==> config.mk <==
export PLATFORM = sky130hd
export DESIGN_NAME = sobel5_edge
export DESIGN_NICKNAME = d
export VERILOG_FILES = /design/src/rtl/sobel5_edge.sv
export SDC_FILE = /design/constraint.sdc
export NUM_CORES = 1
export LEC_CHECK = 0
export ABC_AREA = 1
export CAP_MARGIN = 20
export CORE_MARGIN = 2
export CORE_UTILIZATION = 25
export CTS_BUF_LIST = sky130_fd_sc_hd__clkbuf_4
export CTS_CLUSTER_SIZE = 40
export DETAILED_ROUTE_END_ITERATION = 8
export GPL_ROUTABILITY_DRIVEN = 0
export PLACE_DENSITY = 0.47
export RECOVER_POWER = 50
export SETUP_SLACK_MARGIN = 0.2
export SLEW_MARGIN = 10
export SYNTH_ARGS = -nofsm -noshare
export SYNTH_HDL_FRONTEND = slang
export SYNTH_SLANG_ARGS = --single-unit
==> constraint.sdc <==
create_clock -name clock -period 8.4 [get_ports clock]
set_input_delay 2.52 -clock clock [delete_from_list [all_inputs] [get_ports clock]]
set_output_delay 2.52 -clock clock [all_outputs]
set_load 0.02 [all_outputs]
==> src/rtl/sobel5_edge.sv <==
// sobel5_edge: 4-stage 5x5 Sobel magnitude, scale/saturate, threshold, sideband delay.
// Define SOBEL_STATS_EN to add the per-frame edge counter and frame_edges port.
module sobel5_edge #(
    parameter int SHIFT  = 6,
    parameter int BORDER = 4
) (
    input  logic         clock,
    input  logic         reset_n,
    input  logic [10:0]  hcount_in,
    input  logic [9:0]   vcount_in,
    input  logic         hsync_in,
    input  logic         vsync_in,
    input  logic         blank_in,
    input  logic [199:0] matrix,
    input  logic [7:0]   threshold,
    output logic [7:0]   pixel_out,
    output logic         edge_out,
    output logic [10:0]  hcount_out,
    output logic [9:0]   vcount_out,
    output logic         hsync_out,
    output logic         vsync_out,
    output logic         blank_out
`ifdef SOBEL_STATS_EN
    ,
    output logic [19:0]  frame_edges
`endif
);

    localparam logic [10:0] H_BORDER = 11'(BORDER);
    localparam logic [9:0]  V_BORDER = 10'(BORDER);

    // Weights -1 -2 0 +2 +1 applied to taps 4..0 of one row or column
    function automatic logic signed [11:0] f_wsum(
        input logic [7:0] a4,
        input logic [7:0] a3,
        input logic [7:0] a1,
        input logic [7:0] a0
    );
        f_wsum = $signed({3'b0, a1, 1'b0}) - $signed({3'b0, a3, 1'b0})
               + $signed({4'b0, a0}) - $signed({4'b0, a4});
    endfunction

    // Smoothing multipliers 1 4 6 4 1
    function automatic logic signed [15:0] f_mix(
        input logic signed [11:0] e4,
        input logic signed [11:0] e3,
        input logic signed [11:0] e2,
        input logic signed [11:0] e1,
        input logic signed [11:0] e0
    );
        logic signed [15:0] x4, x3, x2, x1, x0;
        x4 = $signed({{4{e4[11]}}, e4});
        x3 = $signed({{4{e3[11]}}, e3});
        x2 = $signed({{4{e2[11]}}, e2});
        x1 = $signed({{4{e1[11]}}, e1});
        x0 = $signed({{4{e0[11]}}, e0});
        f_mix = x4 + x0 + ((x3 + x1) <<< 2) + (x2 <<< 2) + (x2 <<< 1);
    endfunction

    logic [7:0]         w_px [5][5];
    logic signed [11:0] w_rx [5];
    logic signed [11:0] w_cy [5];
    logic               w_keep;

    always_comb begin
        for (int r = 0; r < 5; r++) begin
            for (int c = 0; c < 5; c++) begin
                w_px[r][c] = matrix[8*(5*r+c) +: 8];
            end
        end
        for (int i = 0; i < 5; i++) begin
            w_rx[i] = f_wsum(w_px[i][4], w_px[i][3], w_px[i][1], w_px[i][0]);
            w_cy[i] = f_wsum(w_px[4][i], w_px[3][i], w_px[1][i], w_px[0][i]);
        end
        w_keep = ~(blank_in | (hcount_in < H_BORDER) | (vcount_in < V_BORDER));
    end

    logic signed [11:0] r_rx [5];
    logic signed [11:0] r_cy [5];
    logic signed [15:0] r_gx, r_gy;
    logic [14:0]        r_mag;
    logic [7:0]         r_thr [3];
    logic               r_keep [3];
    logic [23:0]        r_sb [4];

    logic [14:0] w_ax, w_ay, w_s;
    logic [7:0]  w_pix;

    assign w_ax  = r_gx[15] ? 15'(-r_gx) : 15'(r_gx);
    assign w_ay  = r_gy[15] ? 15'(-r_gy) : 15'(r_gy);
    assign w_s   = r_mag >> SHIFT;
    assign w_pix = (w_s > 15'd255) ? 8'hFF : w_s[7:0];

    always_ff @(posedge clock or negedge reset_n) begin
        if (!reset_n) begin
            for (int i = 0; i < 5; i++) begin
                r_rx[i] <= '0;
                r_cy[i] <= '0;
            end
            r_gx  <= '0;
            r_gy  <= '0;
            r_mag <= '0;
        end else begin
            r_rx  <= w_rx;
            r_cy  <= w_cy;
            r_gx  <= f_mix(r_rx[4], r_rx[3], r_rx[2], r_rx[1], r_rx[0]);
            r_gy  <= f_mix(r_cy[4], r_cy[3], r_cy[2], r_cy[1], r_cy[0]);
            r_mag <= w_ax + w_ay;
        end
    end

    // Keep flag resets to 0 so the pipeline fill emits clean zeros
    always_ff @(posedge clock or negedge reset_n) begin
        if (!reset_n) begin
            for (int i = 0; i < 3; i++) begin
                r_thr[i]  <= '0;
                r_keep[i] <= 1'b0;
            end
            for (int i = 0; i < 4; i++) begin
                r_sb[i] <= '0;
            end
            pixel_out <= '0;
            edge_out  <= 1'b0;
        end else begin
            r_thr[0]  <= threshold;
            r_keep[0] <= w_keep;
            r_sb[0]   <= {hcount_in, vcount_in, hsync_in, vsync_in, blank_in};
            for (int i = 1; i < 3; i++) begin
                r_thr[i]  <= r_thr[i-1];
                r_keep[i] <= r_keep[i-1];
            end
            for (int i = 1; i < 4; i++) begin
                r_sb[i] <= r_sb[i-1];
            end
            pixel_out <= r_keep[2] ? w_pix : 8'd0;
            edge_out  <= r_keep[2] && (w_pix >= r_thr[2]);
        end
    end

    assign {hcount_out, vcount_out, hsync_out, vsync_out, blank_out} = r_sb[3];

`ifdef SOBEL_STATS_EN
    logic [19:0] r_cnt;
    logic        r_vs_d;
    logic        w_hit;

    assign w_hit = edge_out & ~blank_out;

    // A hit on the vsync rising cycle belongs to the new frame
    always_ff @(posedge clock or negedge reset_n) begin
        if (!reset_n) begin
            r_cnt       <= '0;
            r_vs_d      <= 1'b0;
            frame_edges <= '0;
        end else begin
            r_vs_d <= vsync_out;
            if (vsync_out && !r_vs_d) begin
                frame_edges <= r_cnt;
                r_cnt       <= {19'b0, w_hit};
            end else if (w_hit && (r_cnt != 20'hFFFFF)) begin
                r_cnt <= r_cnt + 20'd1;
            end
        end
    end
`endif

endmodule

-- After elaboration in Yosys (flattened, before gate mapping)
Index checks and enable logic that the tools add are counted.
- input port bits: 234
- register bits: 299
- muxes and demuxes: 4
- add/subtract/negate cells: 43
- bitwise gates (word level): 3
- $lt $le $gt $ge: 4
- reductions and logical operators: 1
- operators by type and width (operator ; count):
    $sub A11 B9 Y12 ; 10
    $add A10 B9 Y11 ; 10
    $sub A9 B9 Y10 ; 10
    $add A12 B12 Y13 ; 4
    $add A13 B15 Y16 ; 2
    $add A16 B13 Y16 ; 2
    $add A16 B14 Y16 ; 2
    $mux W15 ; 2
    $neg A15 Y15 ; 2
    $mux W8 ; 2
    $add A15 B15 Y15 ; 1
    $lt A11 B3 Y1 const B ; 1
    $lt A10 B3 Y1 const B ; 1
    $gt A9 B8 Y1 const B ; 1
    $ge A8 B8 Y1 ; 1
    $or A1 B1 Y1 ; 2
    $logic_and A1 B1 Y1 ; 1
    $not A1 Y1 ; 1

-- Logic depth before layout (Yosys ltp)
Gate-level depths: netlist of run 1.
- depth in word-level cells: 4
- gate-level depth with buffers: 19

-- Least setup slack after synthesis of run 1
OpenSTA, ideal clock, no wires.
- path kind: input-to-reg
- start point: input matrix[48]
- end point: register r_rx[45] (netlist name)
- cell stages on the path: 17
- data required time: 8.277 ns
- path slack: 3.275 ns
- data arrival time: 5.002 ns
- path through: inv_1 -> ha_1 -> inv_1 -> fa_1 -> nand3_1 -> nand3_1 -> a21oi_1 -> o21ai_1 -> xor2_1 -> inv_1 -> fa_1 -> ha_1 -> nand2_1 -> nor2_1 -> a211oi_1 -> nand2_1 -> xor2_1
- RTL lines (element ; line ; RTL):
    start, declared ; 14 ; input logic [199:0] matrix,
    end signal, assigned ; 104 ; r_rx <= w_rx;
    end, declared ; 78 ; logic signed [11:0] r_rx [5];

==> summary.md, run 1 <==
| Metric | Value |
|---|---|
| DR iter-0 viols | `811` |
| Post-layout min period | `5390 ps` |
| Most common cell after layout, fill and taps aside | `inv_1` |
| Max_slew headroom | `-95.1%` |
| Final Cycle Share | `64.2%` |
| Synth Flop Type | `dfrtp_1` |
| Critical path type | `in -> reg` |
| Hold Fails Final Rpt | `0` |
| Sum Neg Setup Slack | `0 ps` |
| Total Wirelength | `60,200 microns` |
| Number of max-cap violations | `1` |
| Grt total ovfl | `0` |
| Dpl ws | `2210 ps` |
| FF-to-FF End | `r_gy[15]` |
| Clock transition at path regs | `60 ps` |
| Sequential fraction of the synthesis area | `32.6%` |
| Yosys reg bits | `293` |
| Drt drc | `0` |
| Routed WL per cell | `15.1 microns` |
| Nets | `3,430` |
| CTS H-tree lvls | `3` |
| GR Util All Layers | `13.4%` |
| FP Rows | `109` |
| Crit path launch type | `input port` |
| Setup Buffers After CTS | `0` |
| CP arrival | `6080 ps` |
| Hold crit path type | `reg -> reg` |
| Worst reg-to-reg path cell count | `18` |
| Synth unique cells | `41` |
| DR vias | `16,700` |
| Clock Sinks | `293` |
| TritonCTS clock tree | `yes` |
| Metal3 WL | `3420 microns` |
| Antenna-violating nets left | `0` |
| Worst Tran Pin Value | `2930 ps` |
| Die area | `0.0923 sq mm` |
| Initial antenna violation count | `12` |
| Syn_area_per_cell | `9.21 sq um` |
| Skew-Pair Late Insertion Delay | `850 ps` |
| Top Ports | `267` |
| Clk buf depth | `3` |
| # hold bufs at CTS | `0` |
| Hold endpoint | `hcount_out[0]` |
| RSZ-0062 raised after global routing | `false` |
| Worst Setup End Kind | `register` |
| Maximum clock rate | `185 MHz` |
| Post_cts resized | `0` |
| Endpoints failing setup | `0` |
| First-pass GRT wire length | `94,800 microns` |
| Area of the core | `0.0888 sq mm` |
| Commonest cells after routing, fill and taps aside | `inv_1 (565), nand2_1 (336), dfrtp_1 (293)` |
| Die Ht | `304 microns` |
| Port bufs | `258` |
| Met2 Routed Length | `26,600 microns` |
| Total CTS buffers | `86` |
| Via density per instance | `4.19` |
| Req. time, crit path | `9080 ps` |
| Hold slack | `341 ps` |
| Max Used Layer | `met5` |
| Synth-to-layout area growth | `22.3%` |
| Die Width | `304 microns` |
| Hpwl dp | `51,800 microns` |
| Post-synth EDFFs | `0` |
| Initial Util | `25.3%` |
| Hold path start | `r_sb[37]` |
| Ys Warns | `0` |
| Hold Crit Depth | `0` |
| Share of synthesized registers carrying an async set or reset | `100%` |
| Reg2reg start | `r_cy[14]` |
| Setup Skew | `94.6 ps` |
| Crit-path max FO | `4` |
| Root Driver | `clkbuf_4` |
| Setup WS post-layout | `3010 ps` |
| Initial DRT Pass Iterations | `4` |
| M1 WL | `29,000 microns` |
| Vias in the first global route | `17,200` |
| Reg2reg setup slack | `4370 ps` |
| Max Slew Vio Count | `126` |
| Synthesized area | `0.0225 sq mm` |
| Status | `finished with violations` |
| Failing checks | `capacitance limit, slew limit` |
| Syn_nets | `3,105` |
| Layout cells sized above 1 | `6.02%` |
| Cells after Synth | `2,442` |
| Largest net degree at the start of global routing | `126` |
## cells in the mapped netlist, types with 3 or more instances
master	n	share of area, %
a211oi_1	5	0.17
a21o_1	9	0.30
a21oi_1	182	4.1
a21oi_2	6	0.23
a31oi_1	29	0.81
buf_4	21	0.70
clkbuf_1	3	0.050
dfrtp_1	293	33
fa_1	168	15
ha_1	261	15
inv_1	565	9.4
inv_2	6	0.10
nand2_1	336	5.6
nand2_2	3	0.083
nand3_1	95	2.1
nand3b_1	7	0.23
nand4_1	17	0.47
nor2_1	69	1.2
nor2_2	4	0.11
nor3_1	19	0.42
nor4_1	15	0.42
o211ai_1	7	0.23
o211ai_2	3	0.17
o21ai_0	32	0.71
o21ai_1	50	1.1
o21ai_2	7	0.27
o21bai_1	14	0.47
o311ai_0	10	0.39
xnor2_1	65	2.5
xor2_1	128	5.0
## cell families after synthesis
logic type / share of synthesized area, %
buffers and inverters: 10.3
XOR/XNOR: 7.59
adder cells (fa/ha/maj): 29.5
flip-flops: 32.6
AO/OA/AOI/OAI: 9.13
AND/OR/NAND/NOR: 10.9
## worst max path at each step
stage                      startpoint            to  slack (ps)  cells past startpoint
after floorplan            matrix[48]      r_rx[45]        3270                     17
after global placement    matrix[144]      r_cy[22]        2180                     16
after detailed placement  matrix[144]      r_cy[22]        2210                     16
after CTS                 matrix[144]      r_cy[22]        3110                     16
after global routing          reset_n  pixel_out[3]        2560                      2
final                      matrix[64]      r_cy[22]        3010                     17
## final cells by class
cell class,count,area (sq um)
sequential,293,7330
antenna,4,10.0
timing repair buffer,261,2610
fill,9343,61300
inverter,571,2140
clock inverter,32,250
tap,1165,1460
clock buffer,115,863
multi-input combinational,1554,12800
## critical path: stages
cell and delay (ps):
clkdlybuf4s50_1 470, inv_1 90, ha_1 210, inv_1 100, fa_1 400, nand3_1 90
nand3_1 140, a21oi_1 170, o21ai_1 80, xor2_1 160, inv_1 90, fa_1 430
ha_1 370, a21oi_1 190, nand3_1 160, a21o_1 190, a21oi_1 210
## per-stage QoR
step / cell area, sq um / util (%) / instances
2_1_floorplan: 22500 / - / 2442
3_3_place_gp: 26400 / 29.7 / 3844
6_report: 27500 / 31.0 / 3995
5_1_grt: 27500 / 31.0 / 3995
4_1_cts: 27500 / 31.0 / 3991
3_5_place_dp: 26400 / 29.7 / 3844
## per-layer routing
layer | track usage (%) | vias to the layer above
met1 | 18.4 | 7819
met3 | 3.02 | 95
met4 | 3.47 | 10
met2 | 21.1 | 395
met5 | 0 | -
li1 | - | 8408
## state kept, by name, indices dropped and copies added (netlist names)
name and flops:
r_sb 72, r_mag 9, vsync_out 1, edge_out 1, vcount_out 10, hcount_out 11
pixel_out 8, r_gx 16, r_gy 16, r_rx 60, hsync_out 1, blank_out 1
r_thr 24, r_cy 60, r_keep 3
Power of run 1 is not shown: default switching activity piles up to over one toggle a cycle in this logic, so the estimate is an artifact.
==> run 2: changes to the inputs <==
Clock period 8.4 ns to 5.5 ns, I/O delays scaled along.
==> summary.md, run 2 (synthesized netlist as in run 1, its figures left out) <==
| Metric | Value |
|---|---|
| Status | `finished with violations` |
| Failing checks | `capacitance limit, slew limit` |
| Biggest regs | `r_sb x72, r_cy x60, r_rx x60` |
| FP Rows | `109 (unchanged)` |
| GR peak layer | `met2` |
| Most common cell after layout, fill and taps aside | `inv_1` |
| Crit path launch type | `input port` |
| Largest net degree at the start of global routing | `97 (-23%)` |
| Met3 Use GR | `2.96% (-0.063 points)` |
| Total Wirelength | `60,700 microns (+0.89%)` |
| Endpoints failing setup | `0 (unchanged)` |
| Crit path buffers/inverters | `3 (-1)` |
| Synth-to-layout area growth | `21.9%` |
| Placed instance count | `3,844 (unchanged)` |
| Cells along the critical path | `clkdlybuf4s50_1, ha_1, inv_1, fa_1, nand3_1, nand3_1, a21oi_1, o21ai_1, xor2_1, inv_1, fa_1, ha_1, nand2_1, nor2_1, a211oi_1, nand2_1, xor2_1` |
| Clock transition at path regs | `60 ps (about the same)` |
| Levels on crit path | `17 (unchanged)` |
| Layout cells sized above 1 | `5.97% (-0.050 points)` |
| Largest register FFs | `72 (unchanged)` |
| GR Util All Layers | `13.3% (about the same)` |
| Vias in the first global route | `16,800 (-2.1%)` |
| # hold bufs at CTS | `0 (unchanged)` |
| Hold Crit Depth | `0 (unchanged)` |
| Worst Setup End Kind | `register` |
| Slowest cell on crit path | `clkdlybuf4s50_1` |
| Max Slew Vio Count | `95 (-25%)` |
| Port bufs | `258 (unchanged)` |
| Max incr delay on CP | `530 ps (+60 ps)` |
| Hold crit path type | `reg -> reg` |
| Req. time, crit path | `6210 ps (-2870 ps)` |
| Skew-Pair Late Insertion Delay | `850 ps (about the same)` |
| Antenna-violating nets left | `0 (unchanged)` |
| Setup Skew | `74.3 ps (-20.3 ps)` |
| Worst reg-to-reg path cell count | `18 (unchanged)` |
| Total CTS buffers | `83 (-3.5%)` |
| Initial Util | `25.3% (unchanged)` |
| Die Width | `304 microns (unchanged)` |
| Hpwl dp | `52,100 microns (+0.63%)` |
| Met1 GRT Util | `18.6% (+0.20 points)` |
| TritonCTS clock tree | `yes` |
| Clk buf depth | `3 (unchanged)` |
| Via density per instance | `4.19 (about the same)` |
| DR iter-0 viols | `807 (-0.49%)` |
| Maximum clock rate | `228 MHz` |
| Setup WS post-layout | `1120 ps (-1890 ps)` |
| CTS H-tree lvls | `3 (unchanged)` |
| Top Family by Delay on Critical Path | `adder cells` |
| CP arrival | `5090 ps (-990 ps)` |
| First-pass GRT wire length | `94,700 microns (-0.12%)` |
| Nets | `3,427 (-0.087%)` |
| Non-Filler Instances | `3,987 (-0.20%)` |
| Root Driver | `clkbuf_4` |
| Area of the core | `0.0888 sq mm (unchanged)` |
| Die Ht | `304 microns (unchanged)` |
| Setup Buffers After CTS | `0 (unchanged)` |
| Initial DRT Pass Iterations | `6 (+2)` |
| Grt total ovfl | `0 (unchanged)` |
| Commonest cells after routing, fill and taps aside | `inv_1 (565), nand2_1 (336), dfrtp_1 (293)` |
| Post_cts resized | `0 (unchanged)` |
| Met2 usage in global routing | `20.8% (-0.26 points)` |
| Drt drc | `0 (unchanged)` |
| Clock Sinks | `293 (unchanged)` |
| Routed WL per cell | `15.2 microns (+1.1%)` |
| Worst Tran Pin Value | `2480 ps (-447 ps)` |
| Hold Fails Final Rpt | `0 (unchanged)` |
| Biggest register | `r_sb` |
| Sum Neg Setup Slack | `0 ps (unchanged)` |
| Max_slew headroom | `-65.3% (+30 points)` |
| Post-layout min period | `4380 ps` |
| DR vias | `16,700 (-0.13%)` |
| Dpl ws | `309 ps (-1910 ps)` |
| Final Cycle Share | `79.7%` |
| Crit-path max FO | `5 (+1)` |
| Number of max-cap violations | `1 (unchanged)` |
| Critical path type | `in -> reg` |
| Top Ports | `267 (unchanged)` |
| Die area | `0.0923 sq mm (unchanged)` |
| Initial antenna violation count | `11 (-1)` |
| RSZ-0062 raised after global routing | `false` |
==> run 2: cell count changes in the layout (fill, tap and decap cells not counted), moves of 2 or more <==
cell       previous run  this run
buf_12                0         2
diode_2               4         6
clkinv_1             14         8
o21ai_0              34        32
bufinv_16             3         0
==> run 2: worst paths after layout <==
path	slack, ps	end	from
max	1120	r_rx[9]	matrix[184]
min	320	r_sb[26]	r_sb[50]
max reg2reg	1510	r_gy[15]	r_cy[14]
min reg2reg	320	r_sb[26]	r_sb[50]
max in group asynchronous	2320	r_rx[26]	reset_n
min in group asynchronous	1560	r_mag[12]	reset_n
==> run 2: metrics by stage <==
step	instance area (sq um)	utilization, %	hold slack [ps]
after floorplan	22500	-	331
after global placement	26400	29.7	332
after detailed placement	26400	29.7	335
after CTS	27400	30.9	324
after global routing	27400	30.9	312
final	27400	30.9	322
==> run 2: final cells by class <==
cell class              instances  area (sq um)
multi-input cells            1554         12800
clock buffers                 115           863
diodes                          6          15.0
inverters                     571          2140
flip-flops and latches        293          7330
clock inverters                22           133
repair buffers                261          2630
fillers                      9269         61400
well taps                    1165          1460
==> run 2: per-layer routing <==
| metal | part of all wire (%) | routed length (microns) | up-vias |
|---|---|---|---|
| met5 | 0.11 | 67 | - |
| met4 | 2.1 | 1250 | 10 |
| met3 | 6.1 | 3700 | 84 |
| met2 | 44 | 27000 | 433 |
| met1 | 47 | 28700 | 7784 |
| li1 | - | - | 8395 |
Power of run 2 is left out for the same reason.
